==> src/rtl/dcache_controller_pkg.sv <==
// Shared types and geometry for the direct-mapped data cache.
// Latency: n/a (declarations only).
// Backpressure: n/a.
package dcache_controller_pkg;

  localparam int TAG_W      = 3;
  localparam int INDEX_W    = 3;
  localparam int OFFSET_W   = 2;
  localparam int BLOCK_W    = 32;
  localparam int NUM_SETS   = 8;
  localparam int MEM_ADDR_W = TAG_W + INDEX_W;

  typedef enum logic [1:0] {
    IDLE      = 2'd0,
    WRITEBACK = 2'd1,
    FETCH     = 2'd2,
    ALLOCATE  = 2'd3
  } state_t;

  // Byte 0 of a block lives in bits [7:0].
  function automatic logic [7:0] block_byte(input logic [BLOCK_W-1:0] blk,
                                            input logic [OFFSET_W-1:0] off);
    return blk[{off, 3'b000} +: 8];
  endfunction

endpackage

==> src/rtl/dcache_array.sv <==
// Storage for the cache: per-set valid, dirty, tag and 32-bit block.
// Latency: combinational read; byte write / block allocate commit at the next CLK edge.
// Backpressure: none; the controller sequences all updates.
// Ports: CLK, RESET (sync, active-low, clears valid/dirty only),
//   i_index/i_offset select the set and byte, i_byte_we + i_wdata write one byte and
//   mark the set dirty, i_alloc + i_alloc_tag + i_alloc_block refill a set clean,
//   o_valid/o_dirty/o_tag/o_block read the indexed set.
module dcache_array
  import dcache_controller_pkg::*;
(
  input  logic                CLK,
  input  logic                RESET,
  input  logic [INDEX_W-1:0]  i_index,
  input  logic [OFFSET_W-1:0] i_offset,
  input  logic                i_byte_we,
  input  logic [7:0]          i_wdata,
  input  logic                i_alloc,
  input  logic [TAG_W-1:0]    i_alloc_tag,
  input  logic [BLOCK_W-1:0]  i_alloc_block,
  output logic                o_valid,
  output logic                o_dirty,
  output logic [TAG_W-1:0]    o_tag,
  output logic [BLOCK_W-1:0]  o_block
);

  logic [NUM_SETS-1:0] r_valid;
  logic [NUM_SETS-1:0] r_dirty;
  logic [TAG_W-1:0]    r_tag   [NUM_SETS];
  logic [BLOCK_W-1:0]  r_block [NUM_SETS];

  // Status bits are the only state reset touches; dirty data is simply dropped.
  always_ff @(posedge CLK) begin
    if (!RESET) begin
      r_valid <= '0;
      r_dirty <= '0;
    end else if (i_alloc) begin
      r_valid[i_index] <= 1'b1;
      r_dirty[i_index] <= 1'b0;
    end else if (i_byte_we) begin
      r_dirty[i_index] <= 1'b1;
    end
  end

  always_ff @(posedge CLK) begin
    if (i_alloc) begin
      r_tag[i_index]   <= i_alloc_tag;
      r_block[i_index] <= i_alloc_block;
    end else if (i_byte_we) begin
      r_block[i_index][{i_offset, 3'b000} +: 8] <= i_wdata;
    end
  end

  assign o_valid = r_valid[i_index];
  assign o_dirty = r_dirty[i_index];
  assign o_tag   = r_tag[i_index];
  assign o_block = r_block[i_index];

endmodule

==> src/rtl/dcache_controller.sv <==
// Direct-mapped write-back write-allocate data cache, 8 sets x 4-byte blocks.
// Latency: read hit 0 cycles, write hit commits next edge; miss stalls 1+Tf+1 (+Tw if dirty).
// Backpressure: BUSYWAIT stalls the CPU; mem_busywait holds WRITEBACK/FETCH.
// Ports: CLK, RESET (sync, active-low); CPU side READ/WRITE/ADDRESS/WRITEDATA ->
//   READDATA/BUSYWAIT; memory side mem_read/mem_write/mem_address/mem_writedata,
//   mem_readdata/mem_busywait; HIT_COUNT/MISS_COUNT statistics.
// Optional: define DCACHE_STATS_EN to build the saturating hit/miss counters;
//   otherwise both counters read 16'h0000.
module dcache_controller
  import dcache_controller_pkg::*;
(
  input  logic                  CLK,
  input  logic                  RESET,
  input  logic                  READ,
  input  logic                  WRITE,
  input  logic [7:0]            ADDRESS,
  input  logic [7:0]            WRITEDATA,
  output logic [7:0]            READDATA,
  output logic                  BUSYWAIT,
  output logic                  mem_read,
  output logic                  mem_write,
  output logic [MEM_ADDR_W-1:0] mem_address,
  output logic [BLOCK_W-1:0]    mem_writedata,
  input  logic [BLOCK_W-1:0]    mem_readdata,
  input  logic                  mem_busywait,
  output logic [15:0]           HIT_COUNT,
  output logic [15:0]           MISS_COUNT
);

  state_t r_state;
  state_t w_next_state;

  logic [TAG_W-1:0]    w_addr_tag;
  logic [INDEX_W-1:0]  w_index;
  logic [OFFSET_W-1:0] w_offset;
  logic                w_valid;
  logic                w_dirty;
  logic [TAG_W-1:0]    w_tag;
  logic [BLOCK_W-1:0]  w_block;
  logic                w_req;
  logic                w_hit;
  logic                w_byte_we;
  logic                w_alloc;
  logic [7:0]          w_sel_byte;
  logic [7:0]          r_readdata;

  assign w_addr_tag = ADDRESS[7:5];
  assign w_index    = ADDRESS[4:2];
  assign w_offset   = ADDRESS[1:0];

  assign w_req      = READ | WRITE;
  assign w_hit      = w_valid && (w_tag == w_addr_tag);
  assign w_byte_we  = (r_state == IDLE) && w_hit && WRITE;
  assign w_alloc    = (r_state == ALLOCATE);
  assign w_sel_byte = block_byte(w_block, w_offset);

  dcache_array u_array (
    .CLK           (CLK),
    .RESET         (RESET),
    .i_index       (w_index),
    .i_offset      (w_offset),
    .i_byte_we     (w_byte_we),
    .i_wdata       (WRITEDATA),
    .i_alloc       (w_alloc),
    .i_alloc_tag   (w_addr_tag),
    .i_alloc_block (mem_readdata),
    .o_valid       (w_valid),
    .o_dirty       (w_dirty),
    .o_tag         (w_tag),
    .o_block       (w_block)
  );

  // Stall is purely combinational so a hit in IDLE never costs a cycle.
  assign BUSYWAIT = w_req && !((r_state == IDLE) && w_hit);

  // Load data is live during a read hit and otherwise holds the last hit byte.
  always_ff @(posedge CLK) begin
    if (!RESET) begin
      r_readdata <= 8'h00;
    end else if (READ && w_hit) begin
      r_readdata <= w_sel_byte;
    end
  end

  assign READDATA = (READ && w_hit) ? w_sel_byte : r_readdata;

  always_ff @(posedge CLK) begin
    if (!RESET) begin
      r_state <= IDLE;
    end else begin
      r_state <= w_next_state;
    end
  end

  always_comb begin
    w_next_state  = r_state;
    mem_read      = 1'b0;
    mem_write     = 1'b0;
    mem_address   = {w_addr_tag, w_index};
    mem_writedata = w_block;
    case (r_state)
      IDLE: begin
        if (w_req && !w_hit) begin
          w_next_state = (w_valid && w_dirty) ? WRITEBACK : FETCH;
        end
      end
      WRITEBACK: begin
        mem_write   = 1'b1;
        // Victim goes back to the address it was fetched from.
        mem_address = {w_tag, w_index};
        if (!mem_busywait) begin
          w_next_state = FETCH;
        end
      end
      FETCH: begin
        mem_read = 1'b1;
        if (!mem_busywait) begin
          w_next_state = ALLOCATE;
        end
      end
      ALLOCATE: begin
        // Access replays as a hit in IDLE, which also merges write-miss data.
        w_next_state = IDLE;
      end
      default: begin
        w_next_state = IDLE;
      end
    endcase
  end

`ifdef DCACHE_STATS_EN
  logic [15:0] r_hit_count;
  logic [15:0] r_miss_count;

  always_ff @(posedge CLK) begin
    if (!RESET) begin
      r_hit_count  <= 16'h0000;
      r_miss_count <= 16'h0000;
    end else if (r_state == IDLE && w_req) begin
      if (w_hit && r_hit_count != 16'hFFFF) begin
        r_hit_count <= r_hit_count + 16'd1;
      end
      if (!w_hit && r_miss_count != 16'hFFFF) begin
        r_miss_count <= r_miss_count + 16'd1;
      end
    end
  end

  assign HIT_COUNT  = r_hit_count;
  assign MISS_COUNT = r_miss_count;
`else
  assign HIT_COUNT  = 16'h0000;
  assign MISS_COUNT = 16'h0000;
`endif

endmodule

==> config.mk <==
export PLATFORM = sky130hd
export DESIGN_NAME = dcache_controller
export DESIGN_NICKNAME = d
export VERILOG_FILES = /design/src/rtl/dcache_controller_pkg.sv /design/src/rtl/dcache_array.sv /design/src/rtl/dcache_controller.sv
export SDC_FILE = /design/constraint.sdc
export NUM_CORES = 1
export LEC_CHECK = 0
export ABC_CLOCK_PERIOD_IN_PS = 4100
export BUFFER_PORTS_ARGS = -buffer_cell sky130_fd_sc_hd__buf_2
export CAP_MARGIN = 5
export CELL_PAD_IN_SITES_DETAIL_PLACEMENT = 0
export CELL_PAD_IN_SITES_GLOBAL_PLACEMENT = 2
export CORE_MARGIN = 2
export CORE_UTILIZATION = 40
export CTS_CLUSTER_DIAMETER = 80
export CTS_CLUSTER_SIZE = 8
export DETAILED_ROUTE_END_ITERATION = 6
export GPL_TIMING_DRIVEN = 0
export PLACE_DENSITY_LB_ADDON = 0.1
export SLEW_MARGIN = 10
export SYNTH_ARGS = -nofsm -noshare
export SYNTH_HDL_FRONTEND = slang
export SYNTH_HIERARCHICAL = 1
export SYNTH_SLANG_ARGS = --single-unit
==> constraint.sdc <==
create_clock -name CLK -period 4.1 [get_ports CLK]
set_input_delay 0.205 -clock CLK [delete_from_list [all_inputs] [get_ports CLK]]
set_output_delay 0.205 -clock CLK [all_outputs]
set_load 0.1 [all_outputs]
# [Yosys cells after proc, flatten, opt, wreduce, memory -nomap -nowiden]
# Memory sizes are Yosys's and may differ from the RTL's.
# Index checks and enable logic that the tools add are counted.
[word_totals] out_inout_bits=81 ff_bits=26 ram_bits=280 elab_cells=123 memories=2
[classes] reduce_logical=13 shift=3 bitwise_logic=37 magnitude_cmp=2 mux=54 eq_ne=7 addsub=1
[mem_list] name="u_array.r_block" depth=8 width=32 read_ports=1 rd_clocked_by_memory_dff=0 write_ports=1 line_no="dcache_array.sv:29" text="logic [BLOCK_W-1:0] r_block [NUM_SETS];"
[mem_list] name="u_array.r_tag" depth=8 width=3 read_ports=1 rd_clocked_by_memory_dff=0 write_ports=1 line_no="dcache_array.sv:28" text="logic [TAG_W-1:0] r_tag [NUM_SETS];"
[op_table] cell="two-way mux 1 bit" n=41
[op_table] cell="bitwise OR 1 bit" n=33
[op_table] cell="two-way mux 32 bit" n=1
[op_table] cell="variable shift 8 x 7 -> 32 bit (first input constant)" n=1
[op_table] cell="indexed part select 32 x 6 -> 8 bit" n=1
[op_table] cell="indexed part select 8 x 7 -> 32 bit" n=1
[op_table] cell="two-way mux 8 bit" n=3
[op_table] cell="bitwise OR 8 bit" n=2
[op_table] cell="AND 8 bit" n=1
[op_table] cell="logical AND 1 bit" n=8
[op_table] cell="two-way mux 2 bit" n=4
[op_table] cell="NOT 8 bit" n=1
[op_table] cell="case mux 2 bit (4 select lines)" n=1
[op_table] cell="negation 5 -> 7 bit" n=1
[op_table] cell="binary-select mux 1 bit (select 3 bit)" n=2
[op_table] cell="two-way mux 6 bit" n=1
[op_table] cell="equality test 2 bit (second input constant)" n=2
[op_table] cell="less-than comparator 3 x 4 -> 1 bit (second input constant)" n=1
[op_table] cell="inequality test 2 bit (second input constant)" n=2
[op_table] cell="demux 1 bit (select 3 bit)" n=1
[op_table] cell="equality test 3 bit" n=1
[op_table] cell=">= comparator 3 x 1 -> 1 bit (second input constant)" n=1
[op_table] cell="AND reduction 3 bit" n=1
[op_table] cell="equality test 2 x 1 -> 1 bit (second input constant)" n=1
[op_table] cell="4 further kinds" n=5

# [Longest topological paths before layout]
[logic_depth] depth_word=9 mapped_depth=13 depth_no_buf=9

# [Modules after synthesis]
# The synthesis kept the hierarchy.
[by_module_without_submodules] module="dcache_array" area_each_um2=12197.9 cells_per_inst=578 instances=1
[by_module_without_submodules] module="dcache_controller" area_each_um2=1046.0 cells_per_inst=104 instances=1

# [Least setup slack after synthesis]
# Ideal clock, no wire load.
[synth_path] kind="input -> register" start="input ADDRESS[2]" end="memory u_array.r_block[5][24] (enable)" setup_slack_ps=721 t_arrival_ps=3009 stages=11 path_cell_list="buf_6 -> buf_6 -> mux4_1 -> mux2_2 -> xor2_1 -> nor4_1 -> and2_1 -> clkbuf_1 -> buf_2 -> a21oi_1 -> nor2_1"
[synth_via] elab_chain_len=9 word_cells_on_any_way=11 cone_classes="eq/ne: 1; mux: 5; bitwise: 1; reduce/logical: 3; memory: 1"
[synth_lines] element="from (decl)" line_no="dcache_controller.sv:16" text="input logic [7:0] ADDRESS,"
[synth_lines] element="memory read (8 x 3 bit)"
[synth_lines] element="via w_tag[2]" line_no="dcache_controller.sv:38" text="logic [TAG_W-1:0] w_tag;"
[synth_lines] element="equality test 3 bit" line_no="dcache_controller.sv:52" text="assign w_hit = w_valid && (w_tag == w_addr_tag);"
[synth_lines] element="logical AND 1 bit" line_no="dcache_controller.sv:52"
[synth_lines] element="logical AND 1 bit (2 in a row)" line_no="dcache_controller.sv:53" text="assign w_byte_we = (r_state == IDLE) && w_hit && WRITE;"
[synth_lines] element="via w_byte_we" line_no="dcache_controller.sv:42" text="logic w_byte_we;"
[synth_lines] element="two-way mux 1 bit" line_no="dcache_array.sv:48" text="end else if (i_byte_we) begin"
[synth_lines] element="two-way mux 1 bit" line_no="dcache_array.sv:45" text="if (i_alloc) begin"
[synth_lines] element="two-way mux 32 bit (not written as such)" line_no="dcache_array.sv:49" text="r_block[i_index][{i_offset, 3'b000} +: 8] <= i_wdata;"
[synth_lines] element="bitwise OR 1 bit (no source line)"
[synth_lines] element="to (decl)" line_no="dcache_array.sv:29"
# The timed path passes the listed nets, and every way through them passes these cells. The select of a mux whose other input is x is not followed.

# [Worst setup path in the final report]
[layout_path] start="memory u_array.r_tag[6][2]" end="memory u_array.r_block[2][20] (enable)"
[layout_via] elab_chain_len=9
[layout_lines] element="from (decl)" line_no="dcache_array.sv:28"
[layout_lines] element="memory read (8 x 3 bit)"
[layout_lines] element="via w_tag[2]" line_no="dcache_controller.sv:38"
[layout_lines] element="equality test 3 bit" line_no="dcache_controller.sv:52"
[layout_lines] element="logical AND 1 bit" line_no="dcache_controller.sv:52"
[layout_lines] element="logical AND 1 bit (2 in a row)" line_no="dcache_controller.sv:53"
[layout_lines] element="via w_byte_we" line_no="dcache_controller.sv:42"
[layout_lines] element="two-way mux 1 bit" line_no="dcache_array.sv:48"
[layout_lines] element="two-way mux 1 bit" line_no="dcache_array.sv:45"
[layout_lines] element="two-way mux 32 bit (not written as such)" line_no="dcache_array.sv:49"
[layout_lines] element="bitwise OR 1 bit (no source line)"
# The timed path passes the listed nets, and every way through them passes these cells.

==> out/qor.txt <==
number of non-filler instances in the completed layout: 1323
Reg clk slew, reported paths: 50 ps
Min-Delay Endpoint: u_array/r_tag[4][2]
clock skew: 20.1 ps
worst-skew pair later-pin latency: 530 ps
Yosys top cell area share: 0.635
worst setup margin: 201 ps
Async S/R FF share, synth: 0
final worst path period need: 3900 ps
GPL Wtd Cong: 0.748
status: complete, no violations
PwrDens: 479 nW/um2
CP cell instances: mux4_1, mux2_2, xor2_1, nor4_2, and2_1, clkbuf_1, buf_2, a21oi_1, nor2_2
r2r startpoint: u_array/r_tag[6][2]
Post-synth top cells: 280 x edfxtp_1, 68 x mux4_1, 49 x mux2_2, 46 x nor2_1, 35 x buf_4
clk sinks: 306
ys flop type: edfxtp_1
WHS Path Cells: 1
area of the core: 32500 um2
yosys synthesis warning count: 6
total CTS buffers: 44
die area: 34600 um2
post-route ant nets: 0
CP max stage cell: nor2_2
antenna violations before repair: 2
area delta synth->final: 19.2%
Die Span X: 186 um
period utilization: 0.951
DRT Pass-1 Iters: 5
WL/cell: 26.0 um
starting density of the core: 0.407
Vias: 7131
area leader, netlist: edfxtp_1
post-synthesis cell type count: 46
CTS tree: built
layout cells sized above 1: 0.357
Crit Path Class: flip-flop to flip-flop
hold_sp: ADDRESS[7]
GR Overflow Total: 0
Final setup viols: 0
DP Wirelength: 24100 um
clock root buffer: clkbuf_16
number of fill cells in the layout: 2813
via density per instance: 5.39
top cells by area, synth: edfxtp_1 63%, mux4_1 13%, mux2_2 4.2%
DRC: 0
1st-iter DRT viols: 468
CP Max Fanout: 10
Worst Path Required: 4250 ps
Crit path largest cell delay: 610 ps
register area share after synthesis: 0.674
RSZ-0062 raised after global routing: true
DP Worst Slack: -724 ps
EDFF count, synth: 280
Bufs on Longest Clock Path: 3
max cap viols: 0
Fmax: 256 MHz
most numerous cell in the Yosys netlist: edfxtp_1
placed inst area: 14400 um2
Peak VDD IR: 395 uV
IO buf count: 99
Mapped Cells: 682
multi-input gate area in the final layout: 4040 um2
global-route wire length before repair: 48900 um
mapped cell area: 13200 um2
Register Area: 8930 um2
Seq cells post-synth: 306
Tightest Pin Transition: 984 ps
RR Endpoint: u_array/r_block[2][20]
IO Count: 134
via count of the first global-routing pass: 7371
Crit path arrival time: 4050 ps
die height: 186 um
Nets: 927
Post-Route WL: 34300 um
fin area: 15800 um2
worst r2r path cells: 9
hold crit path type: input pin to flip-flop
LEAKAGE: 5.58 nW
Total GRT Usage: 0.203
post-route core utilization: 0.485
CP endpoint kind: flip-flop
final hold vios: 0
row cnt: 66
dpl cells: 1254
largest net degree at the start of global routing: 13
relative slew slack: 0.344
Max H-tree Level: 2
Worst setup SP type: flip-flop
R2R Setup Slk: 200 ps
syn_area_per_cell: 19.4 um2
Slew Viols, Final: 0
==> final cells by class <==
cell class	instances	share of cell area
repair buffers	105	0.0353
plain buffers	69	0.0300
clock inverters	4	0.00357
flip-flops and latches	306	0.565
inverters	8	0.00190
diodes	1	0.000158
clock buffers	58	0.0730
multi-input cells	330	0.256
well taps	442	0.0350
==> kinds of logic after synthesis <==
family,synth area share
simple gates,0.0404
compound gates,0.0364
mux,0.199
xor+xnor,0.00198
fa+ha+maj,0.00945
other cells,0.000283
buf+inv,0.0381
flops,0.674
==> metal layers <==
| metal | vias to the layer above | track usage | wire [um] |
|---|---|---|---|
| li1 | 3140 | - | - |
| met1 | 3682 | 0.269 | 14500 |
| met2 | 244 | 0.336 | 16700 |
| met3 | 63 | 0.0395 | 2110 |
| met4 | 2 | 0.0715 | 1030 |
| met5 | - | 0 | 13 |
==> sequential cells by signal, indices dropped and copies added, names as in the netlist, named ones only <==
signal	count
u_array/r_tag	24
r_state	2
u_array/r_valid	8
r_readdata	8
u_array/r_block	256
==> worst max path at each step <==
| stage | startpoint | end | depth (start not counted) |
|---|---|---|---|
| 2_1_floorplan | ADDRESS[2] | u_array/r_block[5][24] | 11 |
| 3_3_place_gp | ADDRESS[4] | u_array/r_block[1][16] | 11 |
| 3_5_place_dp | ADDRESS[4] | u_array/r_block[7][16] | 11 |
| 4_1_cts | u_array/r_tag[6][2] | u_array/r_block[5][13] | 9 |
| 5_1_grt | u_array/r_tag[6][2] | u_array/r_block[2][12] | 9 |
| 6_report | u_array/r_tag[6][2] | u_array/r_block[2][20] | 9 |
==> critical path, delay by kind of cell (launching register included) <==
family | cells | cell delay (ps)
buf+inv | 2 | 700
simple gates | 3 | 1150
mux | 2 | 810
compound gates | 1 | 300
xor+xnor | 1 | 190
flops | 1 | 370
==> report_power, final <==
part | internal [mW] | switching (mW)
clock | 1.94 | 1.23
combinational | 0.238 | 0.713
sequential | 3.44 | 0.0121
total | 5.62 | 1.95
==> what timing repair did <==
| item | in CTS | in global routing |
|---|---|---|
| endpoints found under the hold margin | 16 | 0 |
| hold buffers | 2 | 0 |
| pin swaps | 1 | 2 |
| setup buffers | 2 | 2 |
| endpoints found under the setup margin | 198 | 384 |
| gates resized for setup | 6 | 31 |
==> layout by cell type (no fill, tap or decap), types with 4 or more instances in the layout <==
cell type  synthesis  routed
mux4_2            12      12
a21oi_1            6       6
nand2_1            9       9
nor3b_1            5       5
mux4_1            68      68
buf_2             13     112
buf_4             35      38
nor2_1            46      14
clkbuf_16          0      44
edfxtp_1         280     280
buf_6              9       9
and2_1             9       9
nor2_2             0      30
conb_1             1      32
clkbuf_1          10      23
o21a_1             9       9
ha_1              10      10
nand3_1            4       4
dfxtp_1           26      26
inv_1              8       8
a22o_1            30      30
mux2_2            49      49
nand3b_1           4       4
==> per-stage QoR <==
step | hold WS (ps) | power, mW | TNS [ps]
2_1_floorplan | 304 | 4.24 | 0
3_3_place_gp | 438 | 4.44 | -203860
3_5_place_dp | 448 | 4.45 | -234890
4_1_cts | 0.866 | 7.64 | -3790
5_1_grt | 22.7 | 7.83 | -391
6_report | 14.4 | 7.57 | 0
Note: power is estimated with default switching activity, not from simulation.
